<file path="config.mk">
export PLATFORM = sky130hd
export DESIGN_NAME = vga_plot_arbiter
export DESIGN_NICKNAME = d
export VERILOG_FILES = /design/src/rtl/vga_pkg.sv /design/src/rtl/vga_plot_arbiter_rr_picker.sv /design/src/rtl/vga_plot_arbiter.sv
export SDC_FILE = /design/constraint.sdc
export NUM_CORES = 1
export LEC_CHECK = 0
export ABC_AREA = 1
export BUFFER_PORTS_ARGS = -buffer_cell sky130_fd_sc_hd__buf_4
export CAP_MARGIN = 20
export CELL_PAD_IN_SITES_DETAIL_PLACEMENT = 0
export CELL_PAD_IN_SITES_GLOBAL_PLACEMENT = 1
export CORE_MARGIN = 3
export CORE_UTILIZATION = 33
export CTS_BUF_LIST = sky130_fd_sc_hd__clkbuf_4
export DETAILED_ROUTE_END_ITERATION = 10
export PLACE_DENSITY_LB_ADDON = 0.1
export SLEW_MARGIN = 10
export SYNTH_ARGS = -nofsm -noshare
export SYNTH_HDL_FRONTEND = slang
export SYNTH_SLANG_ARGS = --single-unit
export TNS_END_PERCENT = 20
</file>
<file path="constraint.sdc">
create_clock -name clk -period 1.48 [get_ports clk]
set_clock_uncertainty 0.1 [all_clocks]
set_input_delay 0.222 -clock clk [delete_from_list [all_inputs] [get_ports clk]]
set_output_delay 0.222 -clock clk [all_outputs]
set_load 0.01 [all_outputs]
</file>
<file path="src/rtl/vga_pkg.sv">
// vga_pkg: shared widths, default screen size and arbiter state encoding
// for the vga_adapter pixel-port arbiters.
//   X_W / Y_W / COLOR_W : pixel coordinate and colour widths
//   H_RES_DEF / V_RES_DEF : default visible resolution
//   arb_state_t : OPEN (round-robin) or LOCKED (one owner holds the port)
package vga_pkg;

   localparam int X_W       = 8;
   localparam int Y_W       = 7;
   localparam int COLOR_W   = 3;
   localparam int H_RES_DEF = 160;
   localparam int V_RES_DEF = 120;

   typedef enum logic {
      ST_OPEN   = 1'b0,
      ST_LOCKED = 1'b1
   } arb_state_t;

   // True when a pixel lies inside the visible area.
   function automatic logic pixel_visible(input logic [X_W-1:0] x,
                                          input logic [Y_W-1:0] y,
                                          input int h_res,
                                          input int v_res);
      return ({{(32-X_W){1'b0}}, x} < 32'(h_res)) &&
             ({{(32-Y_W){1'b0}}, y} < 32'(v_res));
   endfunction

endpackage

</file>
<file path="src/rtl/vga_plot_arbiter_rr_picker.sv">
// rr_picker: combinational round-robin priority search.
//   req   : request vector
//   ptr   : index of the last grant; search starts at ptr+1 and wraps
//   grant : one-hot grant (all zero when no request)
//   idx   : binary index of the granted requester
//   any   : high when some request was granted
module rr_picker #(
   parameter int N     = 2,
   parameter int PTR_W = 2
) (
   input  logic [N-1:0]     req,
   input  logic [PTR_W-1:0] ptr,
   output logic [N-1:0]     grant,
   output logic [PTR_W-1:0] idx,
   output logic             any
);

   // Outer loop walks priority order (ptr+1, ptr+2, ...); the first hit wins.
   always_comb begin
      grant = '0;
      idx   = '0;
      any   = 1'b0;
      for (int k = 1; k <= N; k++) begin
         for (int i = 0; i < N; i++) begin
            if (!any && req[i] && (((int'(ptr) + k) % N) == i)) begin
               grant[i] = 1'b1;
               idx      = PTR_W'(i);
               any      = 1'b1;
            end
         end
      end
   end

endmodule

</file>
<file path="src/rtl/vga_plot_arbiter.sv">
// vga_plot_arbiter: shares the vga_adapter pixel-write port between
// NUM_REQ producers, one pixel per clock, round-robin with optional lock.
//   clk, reset          : clock, asynchronous active-high reset
//   req, lock           : per-requester pixel valid / keep-ownership flag
//   x_in, y_in, color_in: packed per-requester pixel data
//   ack                 : combinational grant, transfer on req & ack
//   xpos, ypos, color, plot : registered pixel write to vga_adapter
//   owner, locked       : current lock owner and lock status
//   drop_cnt            : saturating count of off-screen pixels dropped
module vga_plot_arbiter
   import vga_pkg::*;
#(
   parameter int NUM_REQ      = 2,
   parameter int H_RES        = H_RES_DEF,
   parameter int V_RES        = V_RES_DEF,
   parameter int LOCK_TIMEOUT = 64
) (
   input  logic                       clk,
   input  logic                       reset,
   input  logic [NUM_REQ-1:0]         req,
   input  logic [NUM_REQ-1:0]         lock,
   input  logic [X_W*NUM_REQ-1:0]     x_in,
   input  logic [Y_W*NUM_REQ-1:0]     y_in,
   input  logic [COLOR_W*NUM_REQ-1:0] color_in,
   output logic [NUM_REQ-1:0]         ack,
   output logic [X_W-1:0]             xpos,
   output logic [Y_W-1:0]             ypos,
   output logic [COLOR_W-1:0]         color,
   output logic                       plot,
   output logic [1:0]                 owner,
   output logic                       locked,
   output logic [7:0]                 drop_cnt
);

   localparam int PTR_W = 2;
   localparam int CNT_W = (LOCK_TIMEOUT < 2) ? 1 : $clog2(LOCK_TIMEOUT);
   localparam logic [CNT_W-1:0] CNT_LAST = CNT_W'(LOCK_TIMEOUT - 1);

   arb_state_t          state_q;
   logic [PTR_W-1:0]    ptr_q;
   logic [PTR_W-1:0]    owner_q;
   logic [CNT_W-1:0]    cnt_q;
   logic [X_W-1:0]      xpos_q, xpos_d;
   logic [Y_W-1:0]      ypos_q, ypos_d;
   logic [COLOR_W-1:0]  color_q, color_d;
   logic                plot_q, plot_d;
   logic [7:0]          drop_q, drop_d;

   logic [X_W-1:0]      x_arr [NUM_REQ];
   logic [Y_W-1:0]      y_arr [NUM_REQ];
   logic [COLOR_W-1:0]  c_arr [NUM_REQ];

   genvar gi;
   generate
      for (gi = 0; gi < NUM_REQ; gi++) begin : g_unpack
         assign x_arr[gi] = x_in[gi*X_W +: X_W];
         assign y_arr[gi] = y_in[gi*Y_W +: Y_W];
         assign c_arr[gi] = color_in[gi*COLOR_W +: COLOR_W];
      end
   endgenerate

   logic [NUM_REQ-1:0] pick_grant;
   logic [PTR_W-1:0]   pick_idx;
   logic               pick_any;

   rr_picker #(.N(NUM_REQ), .PTR_W(PTR_W)) u_pick (
      .req   (req),
      .ptr   (ptr_q),
      .grant (pick_grant),
      .idx   (pick_idx),
      .any   (pick_any)
   );

   logic [NUM_REQ-1:0] owner_ack;
   logic [PTR_W-1:0]   win_idx;
   logic               xfer;
   logic               win_lock;
   logic [X_W-1:0]     win_x;
   logic [Y_W-1:0]     win_y;
   logic [COLOR_W-1:0] win_c;
   logic               win_visible;

   // Grant selection and winner data mux; index compares avoid
   // out-of-range selects when NUM_REQ is not a power of two.
   always_comb begin
      owner_ack = '0;
      for (int i = 0; i < NUM_REQ; i++) begin
         owner_ack[i] = req[i] && (owner_q == PTR_W'(i));
      end
      if (state_q == ST_OPEN) begin
         ack     = pick_grant;
         win_idx = pick_idx;
         xfer    = pick_any;
      end else begin
         ack     = owner_ack;
         win_idx = owner_q;
         xfer    = |owner_ack;
      end
      win_lock = 1'b0;
      win_x    = '0;
      win_y    = '0;
      win_c    = '0;
      for (int i = 0; i < NUM_REQ; i++) begin
         if (win_idx == PTR_W'(i)) begin
            win_lock = lock[i];
            win_x    = x_arr[i];
            win_y    = y_arr[i];
            win_c    = c_arr[i];
         end
      end
      win_visible = pixel_visible(win_x, win_y, H_RES, V_RES);
   end

   // Pixel output path: data is captured on every transfer, even when the
   // pixel is off-screen; only the strobe is suppressed.
   always_comb begin
      xpos_d  = xpos_q;
      ypos_d  = ypos_q;
      color_d = color_q;
      plot_d  = 1'b0;
      drop_d  = drop_q;
      if (xfer) begin
         xpos_d  = win_x;
         ypos_d  = win_y;
         color_d = win_c;
         plot_d  = win_visible;
         if (!win_visible && (drop_q != 8'hFF)) begin
            drop_d = drop_q + 8'd1;
         end
      end
   end

   always_ff @(posedge clk or posedge reset) begin
      if (reset) begin
         xpos_q  <= '0;
         ypos_q  <= '0;
         color_q <= '0;
         plot_q  <= 1'b0;
         drop_q  <= '0;
      end else begin
         xpos_q  <= xpos_d;
         ypos_q  <= ypos_d;
         color_q <= color_d;
         plot_q  <= plot_d;
         drop_q  <= drop_d;
      end
   end

   // Ownership FSM. The pointer only moves on OPEN transfers, so after a
   // lock ends (by transfer or timeout) the search resumes at owner+1.
   always_ff @(posedge clk or posedge reset) begin
      if (reset) begin
         state_q <= ST_OPEN;
         ptr_q   <= PTR_W'(NUM_REQ - 1);
         owner_q <= '0;
         cnt_q   <= '0;
      end else begin
         case (state_q)
            ST_OPEN: begin
               if (xfer) begin
                  ptr_q <= win_idx;
                  if (win_lock) begin
                     state_q <= ST_LOCKED;
                     owner_q <= win_idx;
                     cnt_q   <= '0;
                  end
               end
            end
            ST_LOCKED: begin
               if (xfer) begin
                  cnt_q <= '0;
                  if (!win_lock) begin
                     state_q <= ST_OPEN;
                  end
               end else if (cnt_q == CNT_LAST) begin
                  state_q <= ST_OPEN;
                  cnt_q   <= '0;
               end else begin
                  cnt_q <= cnt_q + 1'b1;
               end
            end
            default: state_q <= ST_OPEN;
         endcase
      end
   end

   assign xpos     = xpos_q;
   assign ypos     = ypos_q;
   assign color    = color_q;
   assign plot     = plot_q;
   assign drop_cnt = drop_q;
   assign owner    = owner_q;
   assign locked   = (state_q == ST_LOCKED);

endmodule
</file>
==> metrics.md, run 1 <==
| Metric | Value |
|---|---|
| Seq/Total Area, Yosys | `45.83%` |
| Vias/cell | `4.844` |
| Min-delay src | `x_in[0]` |
| Skew-Pair Late Insertion Delay | `0.34 ns` |
| Synth Area in Simple Gates | `around 34%` |
| Violated checks | `setup timing` |
| GRT overflow | `0` |
| Leakage power | `1.654 nW` |
| Worst Hold Depth | `3` |
| Synth-to-layout area growth | `58.26%` |
| Htree depth | `2` |
| Synth Register Bits | `37` |
| Setup WS post-layout | `-0.2847 ns` |
| CP endpoint kind | `register` |
| Power per Cell Area | `1830 nW/um^2` |
| Sink Count | `37` |
| Post-synthesis async set-or-reset flop share | `100.0%` |
| Multi-input combinational cell area | `1091 um^2` |
| Crit Reg-Reg Startpoint | `ptr_q[0]$_DFFE_PP1P_` |
| Clock buffer depth | `2` |
| Antenna violations before repair | `0` |
| Post-synthesis compound-gate area fraction | `under 10%` |
| FF+latch area | `928.4 um^2` |
| DP HPWL | `4320 um` |
| Cell with the most instances after synthesis | `nand2_1` |
| Synth Area in Adders | `1.237%` |
| Top delay family on crit path | `simple AND/OR/NAND/NOR gates` |
| # rows | `27` |
| DRC violations left | `0` |
| Post-Syn Instances | `251` |
| Critical path cell sequence | `nand2_2 > nand3_4 > nand2_4 > buf_6 > nand3_4 > nand2_4 > o21ai_4 > nand2_8 > nand3_1 > nand2_1` |
| Synth Area in XOR/XNOR | `3.896%` |
| Synth top area share | `44.53%` |
| Worst-path clk slew | `about 0.11 ns` |
| ANT cells | `0` |
| CTS tree | `built` |
| Synth area leaders | `dfrtp_1 45%, nand3_1 11%, nand2_1 10%` |
| Status | `finished, violations left` |
| Die area | `7106 um^2` |
| Post-DRT Antenna Nets | `0` |
| Hold endpoint | `xpos[0]$_DFFE_PP0N_` |
| Least-Margin Pin Slew | `~0.35 ns` |
| Setup TNS | `-4.451 ns` |
| Worst r2r dst | `drop_cnt[3]$_DFFE_PP0P_` |
| Top Ports | `between 70 and 80` |
| Minimum clock period | `roughly 1.8 ns` |
| Drt pass-1 iters | `4` |
| Initial Utilization | `about 35%` |
| TritonCTS buffer count | `5` |
| Global-route wire length before repair | `about 9700 um` |
| First DRT Iteration DRCs | `76` |
| Mean Syn Cell Area | `~8.1 um^2` |
| Die Width | `84.30 um` |
| Crit Path Category | `register to register` |
| Setup violators final | `37` |
| Multiplexer area fraction after synthesis | `0%` |
| Final nets | `414` |
| Crit share post-route | `119.2%` |
| Core Region | `5709 um^2` |
| Crit path largest cell delay | `0.55 ns` |
| Total routed wirelength | `5788 um` |
| Post-synth EDFFs | `0` |
| Crit-path max FO | `6` |
| Layout cells sized above 1 | `44.32%` |
| Post-Syn Nets | `between 200 and 300` |
| Yosys warning count | `0` |
| Crit path buf inv count | `1` |
| Max VDD drop | `811.9 uV` |
| Placer congestion estimate | `0.7973` |
| Root Buffer | `clkbuf_4` |
| Final Max Slew Viols | `0` |
| Hold slack | `roughly 0.045 ns` |
| WP data arrival | `1.90 ns` |
| Post-synthesis cell area | `2023 um^2` |
| Fillers | `530` |
| Relative slew margins | `76.12%` |
| Overall Global Routing Usage | `16.71%` |
| Number of global-route vias before repair | `2,057` |
| Vias | `2,141` |
| Die Y | `84.30 um` |
| Fmax | `around 0.57 GHz` |
| Slowest cell on crit path | `dfstp_2` |
| Critical Path RT | `1.62 ns` |
| Final hold viol count | `0` |
| R2r worst-path depth | `10` |
| R2R Setup Slk | `-0.28 ns` |
| Cell taking the most area after synthesis | `dfrtp_1` |
| Synth Flop Type | `dfrtp_1` |
| Largest net degree at the start of global routing | `38` |
| I/O Buffers | `73` |
| Combinational family with the most area after synthesis | `simple AND/OR/NAND/NOR gates` |
| DR WL/cell | `about 13 um` |
| Critical Path Start Type | `register` |
| RSZ-0062 raised after global routing | `true` |
| Min-Delay Path Class | `primary input to register` |
| Most frequent cells after synthesis | `56 x nand2_1, 43 x nand3_1, 36 x dfrtp_1` |
| Max cap viols | `0` |
| Yosys cell types | `29` |
==> cell families (layout without fill, tap and decap cells) <==
family	after synthesis	after routing
buffers and inverters	27	145
DFF	37	37
and+or+nand+nor	149	150
xor gates and xnor gates	9	9
adders and majority gates	2	2
AOI/OAI and AO/OA	27	27
==> registers in the layout (all words and copies together) (netlist names) <==
| register | count |
|---|---|
| drop_cnt | 8 |
| ptr_q | 1 |
| xpos | 8 |
| color | 3 |
| locked | 1 |
| plot | 1 |
| owner | 2 |
| ypos | 7 |
| cnt_q | 6 |
==> how the worst max path moves through the flow <==
stage | from | endpoint | slack, ns | cells past startpoint
2_1_floorplan | locked$_DFF_PP0_ | drop_cnt[2]$_DFFE_PP0P_ | -0.22 | 14
3_3_place_gp | locked$_DFF_PP0_ | drop_cnt[7]$_DFFE_PP0P_ | -0.27 | 13
3_5_place_dp | locked$_DFF_PP0_ | drop_cnt[3]$_DFFE_PP0P_ | -0.28 | 13
4_1_cts | ptr_q[0]$_DFFE_PP1P_ | drop_cnt[3]$_DFFE_PP0P_ | -0.27 | 13
5_1_grt | ptr_q[0]$_DFFE_PP1P_ | drop_cnt[1]$_DFFE_PP0P_ | -0.37 | 11
6_report | ptr_q[0]$_DFFE_PP1P_ | drop_cnt[3]$_DFFE_PP0P_ | -0.28 | 10
==> worst reg2reg max path, delay by kind of cell, from the launching register on <==
kind	cells	cell delay (ns)
compound gates	1	0.28
flops	1	0.55
simple gates	8	0.61
buf+inv	1	0.14
==> metrics by stage <==
stage / worst slack [ns] / power, mW / instances / area (um^2) / utilization (%)
6_report: -0.2847 / 5.860 / 442 / 3202 / 56.08
5_1_grt: -0.3741 / 6.342 / 442 / 3202 / 56.08
4_1_cts: -0.2696 / 5.765 / 441 / 3127 / 54.77
3_5_place_dp: -0.2784 / 5.096 / 432 / 3007 / 52.66
3_3_place_gp: -0.2712 / 5.067 / 432 / 3007 / 52.66
2_1_floorplan: -0.2214 / 3.413 / 251 / 2033 / -
==> power by group <==
part,internal [mW],switching [mW],leakage [nW],total (mW)
clock network,0.191,0.324,0.0292,0.516
logic,1.77,1.88,1.17,3.64
registers,1.43,0.268,0.457,1.70
total,3.39,2.47,1.65,5.86
==> what timing repair did <==
item                                    CTS  global route
endpoints found under the setup margin   39            39
cloned                                    1             0
hold buffers                              1             0
hold endpoints to repair                 36             0
pin swaps                                 6             5
resized for setup                        17            14
setup buffers                             0             1
==> placed cells by master (no fill, tap or decap), types with 2 or more instances in the layout <==
| master | Yosys | layout |
|---|---|---|
| ha_1 | 2 | 2 |
| nor2_2 | 1 | 2 |
| inv_4 | 1 | 2 |
| xnor2_1 | 2 | 2 |
| buf_4 | 2 | 115 |
| nand3_2 | 2 | 7 |
| nand2_2 | 4 | 7 |
| xor2_1 | 7 | 7 |
| nor2_1 | 30 | 28 |
| nand2_8 | 0 | 2 |
| o21ai_0 | 5 | 5 |
| clkinv_2 | 0 | 2 |
| nand4_1 | 7 | 7 |
| inv_1 | 13 | 11 |
| clkbuf_4 | 0 | 6 |
| nand2_4 | 3 | 5 |
| buf_6 | 2 | 2 |
| dfrtp_1 | 36 | 35 |
| nand3_4 | 1 | 2 |
| nand2_1 | 56 | 50 |
| buf_12 | 0 | 4 |
| nand3_1 | 43 | 37 |
| a31oi_1 | 18 | 18 |
==> per-layer routing <==
layer | wire length [um] | GRT usage (%) | vias to the layer above
met3 | 419 | 5.103 | 7
met4 | 69 | 4.532 | 0
met5 | 0 | 0 | -
met2 | 2793 | 27.47 | 56
met1 | 2506 | 21.30 | 994
li1 | - | - | 1084
==> cell type report <==
class / instances / share of cell area [%]
repair buffers: 122 / 30.48
clock inverters: 1 / 0.1172
clock buffers: 6 / 1.407
inverters: 16 / 2.110
multi-input cells: 188 / 34.08
well taps: 72 / 2.814
flip-flops and latches: 37 / 29.00
Note: power is estimated with default switching activity, not from simulation.
==> inputs of run 2 (changes only) <==
PLACE_DENSITY_LB_ADDON = 0.25   (was 0.1)
==> metrics.md, run 2 (same netlist as run 1, synthesis figures left out) <==
| Metric | Value |
|---|---|
| RSZ-0062 raised after global routing | `true (unchanged)` |
| Clock buffer depth | `2 (unchanged)` |
| Crit Path Category | `register to register (unchanged)` |
| Min-Delay Path Class | `primary input to register (unchanged)` |
| Total routed wirelength | `5855 um (was 5788 um)` |
| Die Y | `84.30 um (unchanged)` |
| Layout cells sized above 1 | `44.99% (was 44.32%)` |
| CTS tree | `built (unchanged)` |
| Sink Count | `37 (unchanged)` |
| ANT cells | `0 (unchanged)` |
| Power per Cell Area | `1890 nW/um^2 (was 1830 nW/um^2)` |
| Fmax | `0.5623 GHz (was 0.5667 GHz)` |
| Power, Total | `6.192 mW (was 5.860 mW)` |
| DR WL/cell | `13.28 um (was 13.10 um)` |
| Die area | `7106 um^2 (unchanged)` |
| Drt pass-1 iters | `6 (was 4)` |
| Leakage power | `1.669 nW (was 1.654 nW)` |
| Crit-path max FO | `8 (was 6)` |
| Minimum clock period | `1.778 ns (was 1.765 ns)` |
| Crit share post-route | `120.2% (was 119.2%)` |
| Antenna violations before repair | `0 (unchanged)` |
| Commonest non-fill, non-tap cell in the layout | `buf_4 (unchanged)` |
| Overall Global Routing Usage | `17.25% (was 16.71%)` |
| Setup WS post-layout | `-0.2983 ns (was -0.2847 ns)` |
| Die Width | `84.30 um (unchanged)` |
| Violated checks | `setup timing (unchanged)` |
| Hold slack | `0.02763 ns (was 0.04475 ns)` |
| Largest net degree at the start of global routing | `38 (unchanged)` |
| Skew-Pair Late Insertion Delay | `0.34 ns (about the same)` |
| Vias | `2,122 (was 2,141)` |
| Synth-to-layout area growth | `61.97% (was 58.26%)` |
| Relative slew margins | `80.44% (was 76.12%)` |
| Worst-path clk slew | `0.12 ns (was 0.11 ns)` |
| Max cap viols | `0 (unchanged)` |
| Htree depth | `2 (unchanged)` |
| DP Area | `2997 um^2 (was 3007 um^2)` |
| Slowest cell on crit path | `dfstp_2 (unchanged)` |
| Final Cell Area | `3277 um^2 (was 3202 um^2)` |
| GRT overflow | `0 (unchanged)` |
| Final nets | `412 (was 414)` |
| Post-DRT Antenna Nets | `0 (unchanged)` |
| Global-route wire length before repair | `10,170 um (was 9701 um)` |
| Core Region | `5709 um^2 (unchanged)` |
| Setup violators final | `38 (was 37)` |
| Critical path cell sequence | `nand2_2 > nand3_4 > nand2_4 > buf_12 > nand3_4 > nand2_4 > o21ai_4 > nand2_8 > nand2_8 > nand2_1 > nand2_1 (was nand2_2 > nand3_4 > nand2_4 > buf_6 > nand3_4 > nand2_4 > o21ai_4 > nand2_8 > nand3_1 > nand2_1)` |
| DRC violations left | `0 (unchanged)` |
| CP endpoint kind | `register (unchanged)` |
| Placer congestion estimate | `0.8058 (was 0.7973)` |
| Final Util | `57.40% (was 56.08%)` |
| First DRT Iteration DRCs | `90 (was 76)` |
| Vias/cell | `4.812 (was 4.844)` |
| Crit path largest cell delay | `0.55 ns (about the same)` |
| Final Max Slew Viols | `0 (unchanged)` |
| Initial Utilization | `35.44% (unchanged)` |
| DP HPWL | `4294 um (was 4320 um)` |
| Status | `finished, violations left (unchanged)` |
| Final hold viol count | `0 (unchanged)` |
| I/O Buffers | `73 (unchanged)` |
| Most frequent cells in the layout | `108 x buf_4, 48 x nand2_1, 37 x nand3_1, 35 x dfrtp_1, 27 x nor2_1 (was 115 x buf_4, 50 x nand2_1, 37 x nand3_1, 35 x dfrtp_1, 28 x nor2_1)` |
| TritonCTS buffer count | `5 (unchanged)` |
| R2R Setup Slk | `-0.30 ns (was -0.28 ns)` |
| Critical Path Start Type | `register (unchanged)` |
| Fillers | `559 (was 530)` |
| Root Buffer | `clkbuf_4 (unchanged)` |
| Top Ports | `74 (unchanged)` |
| Least-Margin Pin Slew | `0.2908 ns (was 0.3549 ns)` |
| # rows | `27 (unchanged)` |
| WP data arrival | `1.95 ns (was 1.90 ns)` |
| Critical Path RT | `1.65 ns (was 1.62 ns)` |
| Max VDD drop | `944.9 uV (was 811.9 uV)` |
| Number of global-route vias before repair | `2,200 (was 2,057)` |
-- run 2: cell count changes in the layout (fill, tap and decap cells not counted), moves of 2 or more --
cell     before  now
buf_4       115  108
buf_6         2    5
nand2_1      50   48
nand2_2       7   10
nand3_2       7    5
nand3_4       2    4
nor2_2        2    4
-- run 2: per-stage QoR --
stage                     cells  setup slack [ns]  TNS (ns)
final                       441           -0.2983    -3.982
after global routing        441           -0.4038    -8.315
after floorplan             251           -0.2214    -4.449
after CTS                   441           -0.2960    -4.087
after detailed placement    429           -0.2979    -5.709
after global placement      429           -0.2566    -5.255
-- run 2: where the power goes --
group / leakage [nW] / total (mW) / internal, mW / switching [mW]
combinational: 1.17 / 3.78 / 1.86 / 1.91
clock: 0.0433 / 0.719 / 0.370 / 0.349
sequential: 0.457 / 1.70 / 1.43 / 0.263
-- run 2: what timing repair did --
action,in CTS,in global routing
gates cloned,2,0
hold buffers,1,0
gates resized for setup,32,8
endpoints found under the hold margin,36,0
pin swaps,5,4
setup buffers,1,0
endpoints found under the setup margin,38,39
-- run 2: layout make-up --
| type | count | area, um^2 | area share, % |
|---|---|---|---|
| clock inverters | 2 | 33.78 | 1.031 |
| inverters | 16 | 67.56 | 2.062 |
| clock buffers | 6 | 45.04 | 1.375 |
| well taps | 72 | 90.09 | 2.749 |
| flip-flops and latches | 37 | 928.4 | 28.33 |
| multi-input cells | 188 | 1107 | 33.79 |
| repair buffers | 120 | 1005 | 30.66 |
-- run 2: worst max-delay path, delay by kind of cell (launching register included) --
| family | cells | cell delay (ns) |
|---|---|---|
| AO/OA/AOI/OAI | 1 | 0.24 |
| buffers and inverters | 1 | 0.15 |
| flip-flops | 1 | 0.55 |
| AND/OR/NAND/NOR | 9 | 0.66 |
-- run 2: path summary, 6_finish.rpt --
path	start	endpoint	cells past startpoint
max	ptr_q[0]$_DFFE_PP1P_	drop_cnt[7]$_DFFE_PP0P_	11
min in group asynchronous	reset	drop_cnt[1]$_DFFE_PP0P_	4
max in group asynchronous	reset	ptr_q[0]$_DFFE_PP1P_	4
min reg2reg	drop_cnt[6]$_DFFE_PP0P_	drop_cnt[6]$_DFFE_PP0P_	2
max reg2reg	ptr_q[0]$_DFFE_PP1P_	drop_cnt[7]$_DFFE_PP0P_	11
min	x_in[1]	xpos[1]$_DFFE_PP0N_	3
-- run 2: per-layer routing --
metal,global-route usage (%),share of wire (%),up-vias
met5,0,0,-
met4,4.386,0.84,0
met3,5.692,7.5,5
met2,27.98,47,61
met1,22.18,44,970
li1,-,-,1086
==> inputs of run 3 (changes only) <==
CORE_MARGIN = 10   (was 3)
PLACE_DENSITY_LB_ADDON = 0.1   (was 0.25)
==> metrics.md, run 3 (same netlist as run 1, synthesis figures left out) <==
| Metric | Value |
|---|---|
| Status | `finished, violations left (unchanged)` |
| Violated checks | `setup timing (unchanged)` |
| I/O Buffers | `73 (unchanged)` |
| Max VDD drop | `805.4 uV (was 944.9 uV)` |
| TritonCTS buffer count | `5 (unchanged)` |
| Initial Utilization | `34.17% (was 35.44%)` |
| Worst-path clk slew | `0.12 ns (about the same)` |
| ANT cells | `0 (unchanged)` |
| Placer congestion estimate | `0.7909 (was 0.8058)` |
| Crit-path max FO | `7 (was 8)` |
| Minimum clock period | `1.763 ns (was 1.778 ns)` |
| Overall Global Routing Usage | `12.97% (was 17.25%)` |
| RSZ-0062 raised after global routing | `true (unchanged)` |
| Core Region | `5921 um^2 (was 5709 um^2)` |
| Global-route wire length before repair | `10,520 um (was 10,170 um)` |
| Number of global-route vias before repair | `2,206 (was 2,200)` |
| Setup WS post-layout | `-0.2832 ns (was -0.2983 ns)` |
| R2r worst-path depth | `10 (was 11)` |
| Clock buffer depth | `2 (unchanged)` |
| Die Width | `98.30 um (was 84.30 um)` |
| Worst Hold Depth | `3 (unchanged)` |
| Critical Path RT | `1.63 ns (was 1.65 ns)` |
| DR WL met2 | `3069 um (was 2771 um)` |
| Metal3 WL | `421 um (was 441 um)` |
| Die area | `9663 um^2 (was 7106 um^2)` |
| Relative slew margins | `80.30% (was 80.44%)` |
| Synth-to-layout area growth | `60.54% (was 61.97%)` |
| Final Util | `54.86% (was 57.40%)` |
| WP data arrival | `1.91 ns (was 1.95 ns)` |
| DR WL/cell | `14.21 um (was 13.28 um)` |
| Htree depth | `2 (unchanged)` |
| DP HPWL | `4808 um (was 4294 um)` |
| Pre-CTS setup slack | `-0.2962 ns (was -0.2979 ns)` |
| Root Buffer | `clkbuf_4 (unchanged)` |
| Min-Delay Path Class | `primary input to register (unchanged)` |
| Max cap viols | `0 (unchanged)` |
| First DRT Iteration DRCs | `35 (was 90)` |
| Total routed wirelength | `6336 um (was 5855 um)` |
| Least-Margin Pin Slew | `0.2928 ns (was 0.2908 ns)` |
| Top layer in use | `met4 (unchanged)` |
| Vias/cell | `4.702 (was 4.812)` |
| Final hold viol count | `0 (unchanged)` |
| Sink Count | `37 (unchanged)` |
| Metal-1 WL | `2785 um (was 2592 um)` |
| Largest net degree at the start of global routing | `35 (was 38)` |
| Final Max Slew Viols | `0 (unchanged)` |
| Crit Path Category | `register to register (unchanged)` |
| Crit share post-route | `119.1% (was 120.2%)` |
| Post-DRT Antenna Nets | `0 (unchanged)` |
| CP endpoint kind | `register (unchanged)` |
| Vias | `2,097 (was 2,122)` |
| Fmax | `0.5672 GHz (was 0.5623 GHz)` |
| # rows | `28 (was 27)` |
| Drt pass-1 iters | `4 (was 6)` |
| Critical Path Start Type | `register (unchanged)` |
| Layout cells sized above 1 | `47.17% (was 44.99%)` |
| Die Y | `98.30 um (was 84.30 um)` |
| GRT overflow | `0 (unchanged)` |
| CTS tree | `built (unchanged)` |
| Most frequent cells in the layout | `114 x buf_4, 41 x nand2_1, 37 x nand3_1, 35 x dfrtp_1, 27 x nor2_1 (was 108 x buf_4, 48 x nand2_1, 37 x nand3_1, 35 x dfrtp_1, 27 x nor2_1)` |
| Commonest non-fill, non-tap cell in the layout | `buf_4 (unchanged)` |
| DRC violations left | `0 (unchanged)` |
| Top Ports | `74 (unchanged)` |
| Leakage power | `1.658 nW (was 1.669 nW)` |
| Final nets | `414 (was 412)` |
| Setup violators final | `32 (was 38)` |
| Antenna violations before repair | `0 (unchanged)` |
| Skew-Pair Late Insertion Delay | `0.34 ns (about the same)` |
| Power per Cell Area | `1835 nW/um^2 (was 1890 nW/um^2)` |
run 3: changes by cell type in the layout (fill, tap and decap cells not counted), sizes merged:
cell / before / now
clkbuf: 6 / 5
buf: 119 / 121
bufinv: 1 / 0
clkinv: 3 / 5
run 3: where the power goes:
part	leakage, nW	switching (mW)	internal [mW]
combinational	1.17	1.93	1.80
sequential	0.457	0.269	1.43
clock	0.0300	0.350	0.172
total	1.66	2.55	3.41
run 3: cell type report:
class | instances | area [um^2]
flip-flops and latches | 37 | 928.4
inverters | 16 | 67.56
fillers | 568 | 2673
multi-input cells | 188 | 1134
clock inverters | 3 | 12.51
repair buffers | 122 | 974.7
clock buffers | 5 | 37.54
well taps | 75 | 93.84
run 3: worst paths after layout:
check | from | end | slack, ns
worst max-delay path | ptr_q[0]$_DFFE_PP1P_ | drop_cnt[6]$_DFFE_PP0P_ | -0.28
worst min-delay path | x_in[1] | xpos[1]$_DFFE_PP0N_ | 0.03
worst max register to register | ptr_q[0]$_DFFE_PP1P_ | drop_cnt[6]$_DFFE_PP0P_ | -0.28
worst min register to register | ptr_q[0]$_DFFE_PP1P_ | ptr_q[0]$_DFFE_PP1P_ | 0.43
max in group asynchronous | reset | ptr_q[0]$_DFFE_PP1P_ | 0.62
min in group asynchronous | reset | xpos[0]$_DFFE_PP0N_ | 0.36
run 3: timing repair:
action / CTS / global route
gates cloned: 1 / 0
hold buffers: 1 / 0
endpoints found under the setup margin: 40 / 40
pin swaps: 5 / 6
hold endpoints to repair: 36 / 0
setup buffers: 2 / 2
resized for setup: 24 / 24
run 3: worst max-delay path, cell delays in order (launching register included):
cell and delay, ns:
dfstp_2 0.55, nand2_2 0.06, nand3_4 0.09, nand2_4 0.09
buf_12 0.16, nand3_4 0.07, nand2_4 0.06, o21ai_4 0.22
nand2_2 0.13, nand3_1 0.09, nand2_1 0.05
run 3: per-stage QoR:
| step | power [mW] | TNS (ns) | instances | area (um^2) | hold WS (ns) |
|---|---|---|---|---|---|
| 3_5_place_dp | 5.069 | -5.951 | 432 | 2975 | 0.1863 |
| 3_3_place_gp | 5.044 | -5.347 | 432 | 2975 | 0.1821 |
| 5_1_grt | 6.502 | -7.698 | 446 | 3248 | 0.01058 |
| 6_report | 5.960 | -3.766 | 446 | 3248 | 0.02772 |
| 4_1_cts | 5.811 | -4.069 | 444 | 3142 | 0.01557 |
| 2_1_floorplan | 3.413 | -4.449 | 251 | 2033 | 0.2775 |
run 3: metal layers:
| layer | global-route usage, % | vias to the layer above |
|---|---|---|
| met4 | 4.190 | 0 |
| met5 | 0 | - |
| met1 | 15.11 | 943 |
| li1 | - | 1095 |
| met3 | 4.792 | 6 |
| met2 | 21.48 | 53 |
